## src/rtl/muldiv_seq_ctrl_pkg.sv

```systemverilog
// Shared definitions for the iterative RV32M multiply/divide sequencer.
// Provides the operand/tag widths, the RV32M funct3 encoding, the controller
// state enum, and the accept-to-response latency of a full-length operation.
package muldiv_seq_ctrl_pkg;

  localparam int XLEN       = 32;
  localparam int TAG_W      = 5;
  localparam int CNT_W      = $clog2(XLEN);
  localparam int MD_LATENCY = XLEN + 3;

  // RV32M funct3 field; bit 2 separates the divide group from the multiply group
  typedef enum logic [2:0] {
    F3_MUL   = 3'd0,
    F3_MULH  = 3'd1,
    F3_MULSU = 3'd2,
    F3_MULU  = 3'd3,
    F3_DIV   = 3'd4,
    F3_DIVU  = 3'd5,
    F3_REM   = 3'd6,
    F3_REMU  = 3'd7
  } mult_risc_funct3;

  typedef enum logic [2:0] {
    IDLE,
    PREP,
    CALC,
    FIXUP,
    DONE
  } md_state_t;

endpackage

```

## src/rtl/muldiv_seq_ctrl_if.sv

```systemverilog
// Request/response bundle between the EX stage and the multiply/divide unit.
// Ports:
//   req_valid/req_ready      request handshake
//   req_funct3, req_rs1/rs2  operation and operands
//   req_rd                   destination tag echoed as rsp_rd
//   flush                    pipeline kill
//   rsp_valid/rsp_ready      response handshake
//   rsp_result, rsp_rd       response payload
//   busy                     unit is not idle
// Modports: master = issuing pipeline, slave = the sequencer.
interface muldiv_seq_ctrl_if;
  import muldiv_seq_ctrl_pkg::*;

  logic             req_valid;
  logic             req_ready;
  logic [2:0]       req_funct3;
  logic [XLEN-1:0]  req_rs1;
  logic [XLEN-1:0]  req_rs2;
  logic [TAG_W-1:0] req_rd;
  logic             flush;
  logic             rsp_valid;
  logic             rsp_ready;
  logic [XLEN-1:0]  rsp_result;
  logic [TAG_W-1:0] rsp_rd;
  logic             busy;

  modport master (
    output req_valid, req_funct3, req_rs1, req_rs2, req_rd, flush, rsp_ready,
    input  req_ready, rsp_valid, rsp_result, rsp_rd, busy
  );

  modport slave (
    input  req_valid, req_funct3, req_rs1, req_rs2, req_rd, flush, rsp_ready,
    output req_ready, rsp_valid, rsp_result, rsp_rd, busy
  );

endinterface

```

## src/rtl/muldiv_seq_ctrl_step.sv

```systemverilog
// One radix-2 iteration of the shared multiply/divide datapath (combinational).
// Ports:
//   is_div        1 = restoring-divide step, 0 = shift-add multiply step
//   acc           upper half (product high / partial remainder)
//   operand       lower half (multiplier bits / dividend bits becoming quotient)
//   addend        multiplicand magnitude or divisor magnitude
//   acc_next, operand_next  state after this iteration
module md_iter_step
  import muldiv_seq_ctrl_pkg::*;
(
  input  logic            is_div,
  input  logic [XLEN-1:0] acc,
  input  logic [XLEN-1:0] operand,
  input  logic [XLEN-1:0] addend,
  output logic [XLEN-1:0] acc_next,
  output logic [XLEN-1:0] operand_next
);

  logic [XLEN:0] mul_sum;
  logic [XLEN:0] div_shift;
  logic [XLEN:0] div_trial;

  // Multiply: conditionally add the multiplicand into the high half, then shift
  // {carry, acc, operand} right by one. Divide: shift {acc, operand} left by one
  // into an XLEN+1-bit partial remainder and keep the trial subtraction only
  // when it does not go negative; the quotient bit enters at the bottom.
  always_comb begin
    mul_sum   = {1'b0, acc};
    if (operand[0]) mul_sum = mul_sum + {1'b0, addend};
    div_shift = {acc, operand[XLEN-1]};
    div_trial = div_shift - {1'b0, addend};

    if (is_div) begin
      if (div_trial[XLEN]) begin
        acc_next     = div_shift[XLEN-1:0];
        operand_next = {operand[XLEN-2:0], 1'b0};
      end else begin
        acc_next     = div_trial[XLEN-1:0];
        operand_next = {operand[XLEN-2:0], 1'b1};
      end
    end else begin
      acc_next     = mul_sum[XLEN:1];
      operand_next = {mul_sum[0], operand[XLEN-1:1]};
    end
  end

endmodule

```

## src/rtl/muldiv_seq_ctrl.sv

```systemverilog
// Iterative RV32M multiply/divide sequencer placed beside the base ALU in EX.
// Accepts one op, works on operand magnitudes for XLEN cycles through
// md_iter_step, then restores the sign and returns the result with its rd tag.
// Ports:
//   clk, rst_n   clock and asynchronous active-low reset
//   bus          muldiv_seq_ctrl_if.slave (request, flush, response, busy)
module muldiv_seq_ctrl
  import muldiv_seq_ctrl_pkg::*;
(
  input logic              clk,
  input logic              rst_n,
  muldiv_seq_ctrl_if.slave bus
);

  md_state_t        state_q;
  mult_risc_funct3  op_q;
  logic [XLEN-1:0]  rs1_q, rs2_q;
  logic [XLEN-1:0]  acc_q, operand_q, addend_q, forced_q;
  logic [TAG_W-1:0] rd_q;
  logic [CNT_W-1:0] count_q;
  logic             neg_q, corner_q;
  logic             rsp_valid_q, busy_q;
  logic [XLEN-1:0]  rsp_result_q;
  logic [TAG_W-1:0] rsp_rd_q;

  logic             is_div, is_rem, a_neg, b_neg, div_zero, div_ovf;
  logic [XLEN-1:0]  a_mag, b_mag, forced_val;
  logic [XLEN-1:0]  acc_next, operand_next;
  logic [2*XLEN-1:0] product, product_fix;
  logic [XLEN-1:0]  div_raw, div_fix, fix_result;

  assign bus.req_ready  = (state_q == IDLE) && !bus.flush;
  assign bus.rsp_valid  = rsp_valid_q;
  assign bus.rsp_result = rsp_result_q;
  assign bus.rsp_rd     = rsp_rd_q;
  assign bus.busy       = busy_q;

  // Operand preparation: magnitudes per signedness, result sign, and the two
  // divide corner cases that bypass iteration with a forced architectural result.
  always_comb begin
    is_div   = op_q[2];
    is_rem   = op_q[2] & op_q[1];
    a_neg    = (op_q inside {F3_MULH, F3_MULSU, F3_DIV, F3_REM}) && rs1_q[XLEN-1];
    b_neg    = (op_q inside {F3_MULH, F3_DIV, F3_REM}) && rs2_q[XLEN-1];
    a_mag    = a_neg ? (~rs1_q + 1'b1) : rs1_q;
    b_mag    = b_neg ? (~rs2_q + 1'b1) : rs2_q;
    div_zero = is_div && (rs2_q == '0);
    div_ovf  = (op_q inside {F3_DIV, F3_REM}) && (rs1_q == {1'b1, {(XLEN-1){1'b0}}})
               && (rs2_q == '1);
    if (div_zero)
      forced_val = is_rem ? rs1_q : '1;
    else
      forced_val = is_rem ? '0 : {1'b1, {(XLEN-1){1'b0}}};
  end

  md_iter_step u_step (
    .is_div       (is_div),
    .acc          (acc_q),
    .operand      (operand_q),
    .addend       (addend_q),
    .acc_next     (acc_next),
    .operand_next (operand_next)
  );

  // Final sign correction and field selection: MUL keeps the low word, the
  // MULH group the high word; REM takes the remainder (sign of dividend).
  always_comb begin
    product     = {acc_q, operand_q};
    product_fix = neg_q ? (~product + 1'b1) : product;
    div_raw     = is_rem ? acc_q : operand_q;
    div_fix     = neg_q ? (~div_raw + 1'b1) : div_raw;
    if (corner_q)
      fix_result = forced_q;
    else if (is_div)
      fix_result = div_fix;
    else if (op_q == F3_MUL)
      fix_result = product_fix[XLEN-1:0];
    else
      fix_result = product_fix[2*XLEN-1:XLEN];
  end

  // Controller FSM with registered outputs. Flush has priority over everything
  // except reset, including a response waiting in DONE.
  always_ff @(posedge clk or negedge rst_n) begin
    if (!rst_n) begin
      state_q      <= IDLE;
      op_q         <= F3_MUL;
      rs1_q        <= '0;
      rs2_q        <= '0;
      acc_q        <= '0;
      operand_q    <= '0;
      addend_q     <= '0;
      forced_q     <= '0;
      rd_q         <= '0;
      count_q      <= '0;
      neg_q        <= 1'b0;
      corner_q     <= 1'b0;
      rsp_valid_q  <= 1'b0;
      busy_q       <= 1'b0;
      rsp_result_q <= '0;
      rsp_rd_q     <= '0;
    end else if (bus.flush) begin
      state_q     <= IDLE;
      rsp_valid_q <= 1'b0;
      busy_q      <= 1'b0;
    end else begin
      case (state_q)
        IDLE: begin
          if (bus.req_valid) begin
            op_q    <= mult_risc_funct3'(bus.req_funct3);
            rs1_q   <= bus.req_rs1;
            rs2_q   <= bus.req_rs2;
            rd_q    <= bus.req_rd;
            busy_q  <= 1'b1;
            state_q <= PREP;
          end
        end
        PREP: begin
          acc_q     <= '0;
          operand_q <= is_div ? a_mag : b_mag;
          addend_q  <= is_div ? b_mag : a_mag;
          neg_q     <= is_rem ? a_neg : (a_neg ^ b_neg);
          corner_q  <= div_zero || div_ovf;
          forced_q  <= forced_val;
          count_q   <= '0;
          state_q   <= (div_zero || div_ovf) ? FIXUP : CALC;
        end
        CALC: begin
          acc_q     <= acc_next;
          operand_q <= operand_next;
          count_q   <= count_q + 1'b1;
          if (count_q == CNT_W'(XLEN-1)) state_q <= FIXUP;
        end
        FIXUP: begin
          rsp_result_q <= fix_result;
          rsp_rd_q     <= rd_q;
          rsp_valid_q  <= 1'b1;
          state_q      <= DONE;
        end
        DONE: begin
          if (bus.rsp_ready) begin
            rsp_valid_q <= 1'b0;
            busy_q      <= 1'b0;
            state_q     <= IDLE;
          end
        end
        default: state_q <= IDLE;
      endcase
    end
  end

endmodule

```

## src/flat_wrapper.sv

```systemverilog
// flat-port wrapper written by rule: the top's interface ports become plain ports
module muldiv_seq_ctrl_flat import muldiv_seq_ctrl_pkg::*;
  (clk, rst_n, bus_req_valid, bus_req_funct3, bus_req_rs1, bus_req_rs2, bus_req_rd, bus_flush, bus_rsp_ready, bus_req_ready, bus_rsp_valid, bus_rsp_result, bus_rsp_rd, bus_busy);
  muldiv_seq_ctrl_if bus_i ();
  input logic clk;
  input logic rst_n;
  input wire logic [$bits(bus_i.req_valid)-1:0] bus_req_valid;
  input wire logic [$bits(bus_i.req_funct3)-1:0] bus_req_funct3;
  input wire logic [$bits(bus_i.req_rs1)-1:0] bus_req_rs1;
  input wire logic [$bits(bus_i.req_rs2)-1:0] bus_req_rs2;
  input wire logic [$bits(bus_i.req_rd)-1:0] bus_req_rd;
  input wire logic [$bits(bus_i.flush)-1:0] bus_flush;
  input wire logic [$bits(bus_i.rsp_ready)-1:0] bus_rsp_ready;
  output wire logic [$bits(bus_i.req_ready)-1:0] bus_req_ready;
  output wire logic [$bits(bus_i.rsp_valid)-1:0] bus_rsp_valid;
  output wire logic [$bits(bus_i.rsp_result)-1:0] bus_rsp_result;
  output wire logic [$bits(bus_i.rsp_rd)-1:0] bus_rsp_rd;
  output wire logic [$bits(bus_i.busy)-1:0] bus_busy;
  assign bus_i.req_valid = bus_req_valid;
  assign bus_i.req_funct3 = bus_req_funct3;
  assign bus_i.req_rs1 = bus_req_rs1;
  assign bus_i.req_rs2 = bus_req_rs2;
  assign bus_i.req_rd = bus_req_rd;
  assign bus_i.flush = bus_flush;
  assign bus_i.rsp_ready = bus_rsp_ready;
  assign bus_req_ready = bus_i.req_ready;
  assign bus_rsp_valid = bus_i.rsp_valid;
  assign bus_rsp_result = bus_i.rsp_result;
  assign bus_rsp_rd = bus_i.rsp_rd;
  assign bus_busy = bus_i.busy;
  muldiv_seq_ctrl u_core (.clk(clk), .rst_n(rst_n), .bus(bus_i));
endmodule
```

## config.mk

```make
export PLATFORM = sky130hd
export DESIGN_NAME = muldiv_seq_ctrl_flat
export DESIGN_NICKNAME = d
export VERILOG_FILES = /design/src/rtl/muldiv_seq_ctrl_pkg.sv /design/src/rtl/muldiv_seq_ctrl_if.sv /design/src/rtl/muldiv_seq_ctrl_step.sv /design/src/rtl/muldiv_seq_ctrl.sv /design/src/flat_wrapper.sv
export SDC_FILE = /design/constraint.sdc
export NUM_CORES = 1
export LEC_CHECK = 0
export CORE_MARGIN = 2
export CORE_UTILIZATION = 60
export DETAILED_ROUTE_END_ITERATION = 7
export PLACE_DENSITY = 0.82
export SLEW_MARGIN = 20
export SYNTH_ARGS = -nofsm -noshare
export SYNTH_HDL_FRONTEND = slang
export SYNTH_SLANG_ARGS = --single-unit
```

## constraint.sdc

```tcl
create_clock -name clk -period 4.8 [get_ports clk]
set_input_delay 1.44 -clock clk [delete_from_list [all_inputs] [get_ports clk]]
set_output_delay 1.44 -clock clk [all_outputs]
set_load 0.02 [all_outputs]
```

# Word level (Yosys, flattened, before mapping)

Index checks and enable logic that the tools add are counted.
Widths: inputs -> output; s select.

Register bits after elaboration: 249
Input port bits: 77
Output and inout bits: 40
Word-level logic and storage cells: 102

Add/subtract/negate cells: 7
Equal/unequal tests: 14
Multiplexer cells: 34
Bitwise gates (word level): 7
Reduce and logical (&&, ||, !) cells: 24

Operators with widths:

| cell                  | number |
|---|---|
| $mux 32               | 15 |
| $pmux 32 s2           | 2 |
| $add 32x1->32 const B | 3 |
| $not 32->32           | 3 |
| $add 64x1->64 const B | 1 |
| $eq 32x32->1 const B  | 2 |
| $mux 64               | 1 |
| $not 64->64           | 1 |
| $add 32x32->33        | 1 |
| $mux 33               | 1 |
| $sub 33x32->33        | 1 |
| $logic_not 32->1      | 1 |
| $pmux 3 s5            | 1 |
| $mux 3                | 4 |
| $pmux 5 s2            | 1 |
| $eq 3x2->1 const B    | 3 |
| $eq 3x3->1 const B    | 3 |
| $reduce_and 3->1      | 3 |
| $reduce_bool 3->1     | 3 |
| $reduce_and 2->1      | 4 |
| $mux 1                | 7 |
| $eq 3x1->1 const B    | 2 |
| $logic_and 1x1->1     | 6 |
| $logic_not 3->1       | 2 |
| 12 further kinds      | 15 |

# Logic depth before layout (Yosys ltp)

Depth in word-level cells: 8
Depth in mapped cells: 18

# Hierarchy

Synthesis repeated with hierarchy kept, for this count alone.

Cells, all modules: 2505
Area total of the unflattened synthesis: 20664.8 um^2

By module, submodules not included:

| module          | times used | cells each | area each (um^2) | sequential area each (um^2) |
|---|---|---|---|---|
| muldiv_seq_ctrl | 1          | 1815       | 15944.0          | 6231.0 |
| md_iter_step    | 1          | 690        | 4720.8           | 0.0 |

# Worst setup path before layout

OpenSTA, ideal clock, no wires.

Path type: register -> register
From: reg u_core.op_q[1]
To: reg u_core.rsp_result_q[30], in the netlist u_core.bus.rsp_result[30]
Library setup time: 0.133 ns
Arrival time: 3.920 ns
Data required time: 4.667 ns
Slack: 0.746 ns
Cell stages (with the launch flop): 19
Path through: dfrtp_1 > buf_4 > and2_1 > buf_4 > buf_2 > buf_2 > buf_1 > buf_2 > mux2i_1 > ha_1 > inv_1 > a211oi_1 > and4bb_2 > nor4b_1 > nand3b_1 > o21ai_0 > xor2_1 > a2111oi_0 > nor2_1

Cells in the longest elaborated chain, start to end: 7

RTL lines:

| element                  | RTL line               | RTL |
|---|---|---|
| start: declaration       | muldiv_seq_ctrl.sv:16  | `mult_risc_funct3 op_q;` |
| start signal: assignment | muldiv_seq_ctrl.sv:110 | `op_q <= mult_risc_funct3'(bus.req_funct3);` |
| $and 1x1->1              | muldiv_seq_ctrl.sv:42  | `is_rem = op_q[2] & op_q[1];` |
| $mux 32                  | muldiv_seq_ctrl.sv:70  | `div_raw = is_rem ? acc_q : operand_q;` |
| $not 32->32              | muldiv_seq_ctrl.sv:71  | `div_fix = neg_q ? (~div_raw + 1'b1) : div_raw;` |
| $add 32x1->32            | muldiv_seq_ctrl.sv:71  |  |
| $mux 32                  | muldiv_seq_ctrl.sv:71  |  |
| $mux 32 *                | muldiv_seq_ctrl.sv:74  | `else if (is_div)` |
| $mux 32 *                | muldiv_seq_ctrl.sv:72  | `if (corner_q)` |
| end signal: assignment   | muldiv_seq_ctrl.sv:135 | `rsp_result_q <= fix_result;` |
| end: declaration         | muldiv_seq_ctrl.sv:23  | `logic [XLEN-1:0] rsp_result_q;` |

Mark *: on every way between the ends. The rest lies on a longest branch, timed or not.
A chain may end at the register's enable or synchronous reset.

# Worst setup path in the final report

From: in bus_flush
To: out bus_req_ready

Cells in the longest elaborated chain, start to end: 2

RTL lines:

| element            | RTL line              | RTL |
|---|---|---|
| start: declaration | flat_wrapper.sv:12    | `input wire logic [$bits(bus_i.flush)-1:0] bus_flush;` |
| $logic_not 1->1    | muldiv_seq_ctrl.sv:32 | `assign bus.req_ready = (state_q == IDLE) && !bus.flush;` |
| $logic_and 1x1->1  | muldiv_seq_ctrl.sv:32 |  |
| end: declaration   | flat_wrapper.sv:14    | `output wire logic [$bits(bus_i.req_ready)-1:0] bus_req_ready;` |

No other way between the ends.

==> flow_summary_export.csv <==
group,metric,value,unit
grt,grtUsageTotal,38.94,%
setup_path,criticalPathCategory,"in -> out",
drt,drt_iter0_markers,2366,
grt,antenna_found_initial,1,
drt,wl_per_cell,24.13,um
floorplanning,rows,66,
pwr,leakagePower,9.602,nW
floorplanning,io_pins,117,
drt,remaining_drc_errors,0,
clock_tree,ctsResizeCount,0,
drt,postRouteAntennaNets,0,
placed_design,dp_hpwl,51640,um
layout,layout.nets,2563,
clock_tree,htreeDepth,1,
clock_tree,cts_setup_buffers,0,
yosys,ys_top_cells_by_area,"dfrtp_1 (31%), nand2_1 (5.6%), o21ai_0 (5.6%)",
placed_design,gp_congestion,1.035,
layout,multi_input_area,12700,um^2
timing,post-route-period-util,96.61,%
setup_path,cp-end-kind,"output port",
setup_path,r2r_start,"u_core.operand_q[31]",
floorplanning,core-area,32620,um^2
pwr,max-vdd-ir-drop,0.0005324,V
drt,viasPerCell,6.759,
yosys,synth.net_count,2571,
drt,totalWireLength,69430,um
timing,finalWorstSetupSlack,162.6,ps
pwr,power_density,702.2,nW/um^2
setup_path,cp_data_required_time,3360,ps
timing,setup_viol,0,
yosys,synth_seq_cells,249,
yosys,syn_area_per_cell,8.238,um^2
yosys,async_flop_share,100.0,%
placed_design,dp_cells,2825,
yosys,synth-edff-count,0,
clock_tree,clk_pin_slew_worst_paths,60,ps
clock_tree,clockBufferDepth,3,
yosys,synth_cell_types,85,
floorplanning,start_util,61.14,%
yosys,synth_area,19940,um^2
timing,drv_slew,0,
timing,post-route-min-period,4637,ps
yosys,synth_top_area_cell,"dfrtp_1",
hold_path,worstHoldStart,"u_core.rd_q[3]",
yosys,ys_warn_count,0,
timing,max_freq,0.2156,GHz
placed_design,io_buffers,116,
layout,drive_gt1_share,9.207,%
floorplanning,die-area,34720,um^2
setup_path,crit_start,"bus_flush",
job,maxCapViolations,0,
layout,ff_latch_area,6236,um^2
layout,final_cells,2877,
outcome,status,"finished, final reports clean",
setup_path,path_max_fanout,2,
timing,relSlewSlack,37.07,%
timing,tightestPinTransition,944.0,ps
clock_tree,cts_inserted_buffers,28,
layout,syn2layout_area_growth,11.93,%
yosys,yosysMostFrequentCell,"nand2_1",
yosys,synthCells,2421,
clock_tree,cts_tree,"yes",
placed_design,pre_cts_slack,166.0,ps
hold_path,hold_class,"reg -> reg",
clock_tree,clock_sinks,249,
drt,firstDrtPassIters,8,
setup_path,cp.arrival,3200,ps
timing,rsz0062_at_grt,"no",
grt,grt_pass1_vias,18138,
grt,overflow,0,
timing,finalHoldViolCount,0,
clock_tree,clk_latency,570,ps
yosys,synth_common_cells,"nand2_1 (297), dfrtp_1 (249), o21ai_0 (222)",
clock_tree,cts-root-buf,"clkbuf_16",
drt,vias,19445,
yosys,yosysSeqAreaShare,31.24,%
setup_path,start_kind,"input port",
timing,fin_skew,17.68,ps
floorplanning,die_w,186.3,um
grt,grt_max_degree,92,
yosys,synth_top_area_share,31.24,%
layout,fillers,2700,
yosys,synth-main-ff-cell,"dfrtp_1",
timing,final.setup.tns,0,ps
grt,grt_pass1_wl,107000,um
clock_tree,hold_buffers,0,
floorplanning,die_h,186.3,um
-- flip-flops by register name, indices dropped and copies added, names as in the netlist --
| signal | cells |
|---|---|
| u_core.acc_q | 32 |
| u_core.addend_q | 32 |
| u_core.bus.busy | 1 |
| u_core.bus.rsp_rd | 5 |
| u_core.bus.rsp_result | 32 |
| u_core.bus.rsp_valid | 1 |
| u_core.corner_q | 1 |
| u_core.count_q | 5 |
| u_core.forced_q | 32 |
| u_core.neg_q | 1 |
| u_core.op_q | 3 |
| u_core.operand_q | 32 |
| u_core.rd_q | 5 |
| u_core.rs1_q | 32 |
| u_core.rs2_q | 32 |
| u_core.state_q | 3 |
-- worst paths after layout --
check | slack [ps] | depth (start not counted) | end
max in group asynchronous | 2990 | 2 | u_core.bus.rsp_result[5]
hold / removal | 460 | 2 | u_core.bus.rsp_rd[3]
setup / recovery | 160 | 4 | bus_req_ready
min in group asynchronous | 830 | 1 | u_core.count_q[2]
setup reg to reg | 760 | 13 | u_core.acc_q[0]
hold reg to reg | 460 | 2 | u_core.bus.rsp_rd[3]
-- area by class of cell --
class	count	area share, %
antenna	2	0.02242
clock buffer	41	3.716
clock inverter	9	0.7118
inverter	70	1.177
multi-input combinational	1900	56.90
sequential	249	27.93
tap	442	2.477
timing repair buffer	164	7.062
-- layout by cell type, fill, tap and decap left out, types with 34 or more instances in the layout --
master,netlist,layout
nand2_1,297,296
dfrtp_1,249,247
o21ai_0,222,222
nor2_1,165,164
a21oi_1,157,157
clkdlybuf4s50_1,0,115
mux2i_1,106,106
xnor2_1,100,100
xor2_1,88,88
mux2_2,76,76
ha_1,71,71
inv_1,70,69
a21o_1,51,51
nor3_1,49,47
o31ai_1,44,44
buf_4,6,44
o211ai_1,39,39
o221ai_1,35,35
nand3_1,35,34
-- power breakdown --
part           switching, mW  leakage [nW]  internal [mW]  total (mW)
registers               1.39          3.14           2.76        4.15
logic                   5.49          5.98           3.70        9.20
clock network          0.923         0.484           1.41        2.33
total                   7.81          9.60           7.87        15.7
-- layer usage --
metal	wire (um)	share of wire [%]	vias to the layer above	GRT usage, %
met5	13	0.019	-	0
met4	3847	5.5	2	19.08
met3	6547	9.4	213	6.225
met2	31100	45	1090	60.88
met1	27920	40	9384	52.81
li1	-	-	8756	-
-- critical path, stage by stage --
cell	delay, ps
clkdlybuf4s50_1	430
or2_2	300
nor3_1	340
clkdlybuf4s50_1	690
-- stage by stage --
step / cell area (um^2) / power, mW / hold WS [ps] / utilization, %
floorplan: 19940 / 10.27 / 433.1 / -
global placement: 21330 / 12.85 / 443.1 / 65.39
detailed placement: 21330 / 13.05 / 446.6 / 65.39
CTS: 22320 / 15.41 / 459.9 / 68.42
global route: 22320 / 16.59 / 480.1 / 68.42
finish: 22320 / 15.68 / 463.3 / 68.44
-- cell families (layout without fill, tap and decap cells) --
logic type / count (synthesis) / count (layout) / synth area share [%]
compound gates: 728 / 728 / 23.47
buf+inv: 272 / 284 / 5.351
flops: 249 / 249 / 31.24
other cells: 0 / 2 / 0
simple gates: 727 / 727 / 17.26
fa+ha+maj: 73 / 73 / 4.655
xor+xnor: 189 / 189 / 8.338
mux: 183 / 183 / 9.686
Note: power is estimated with default switching activity, not from simulation.
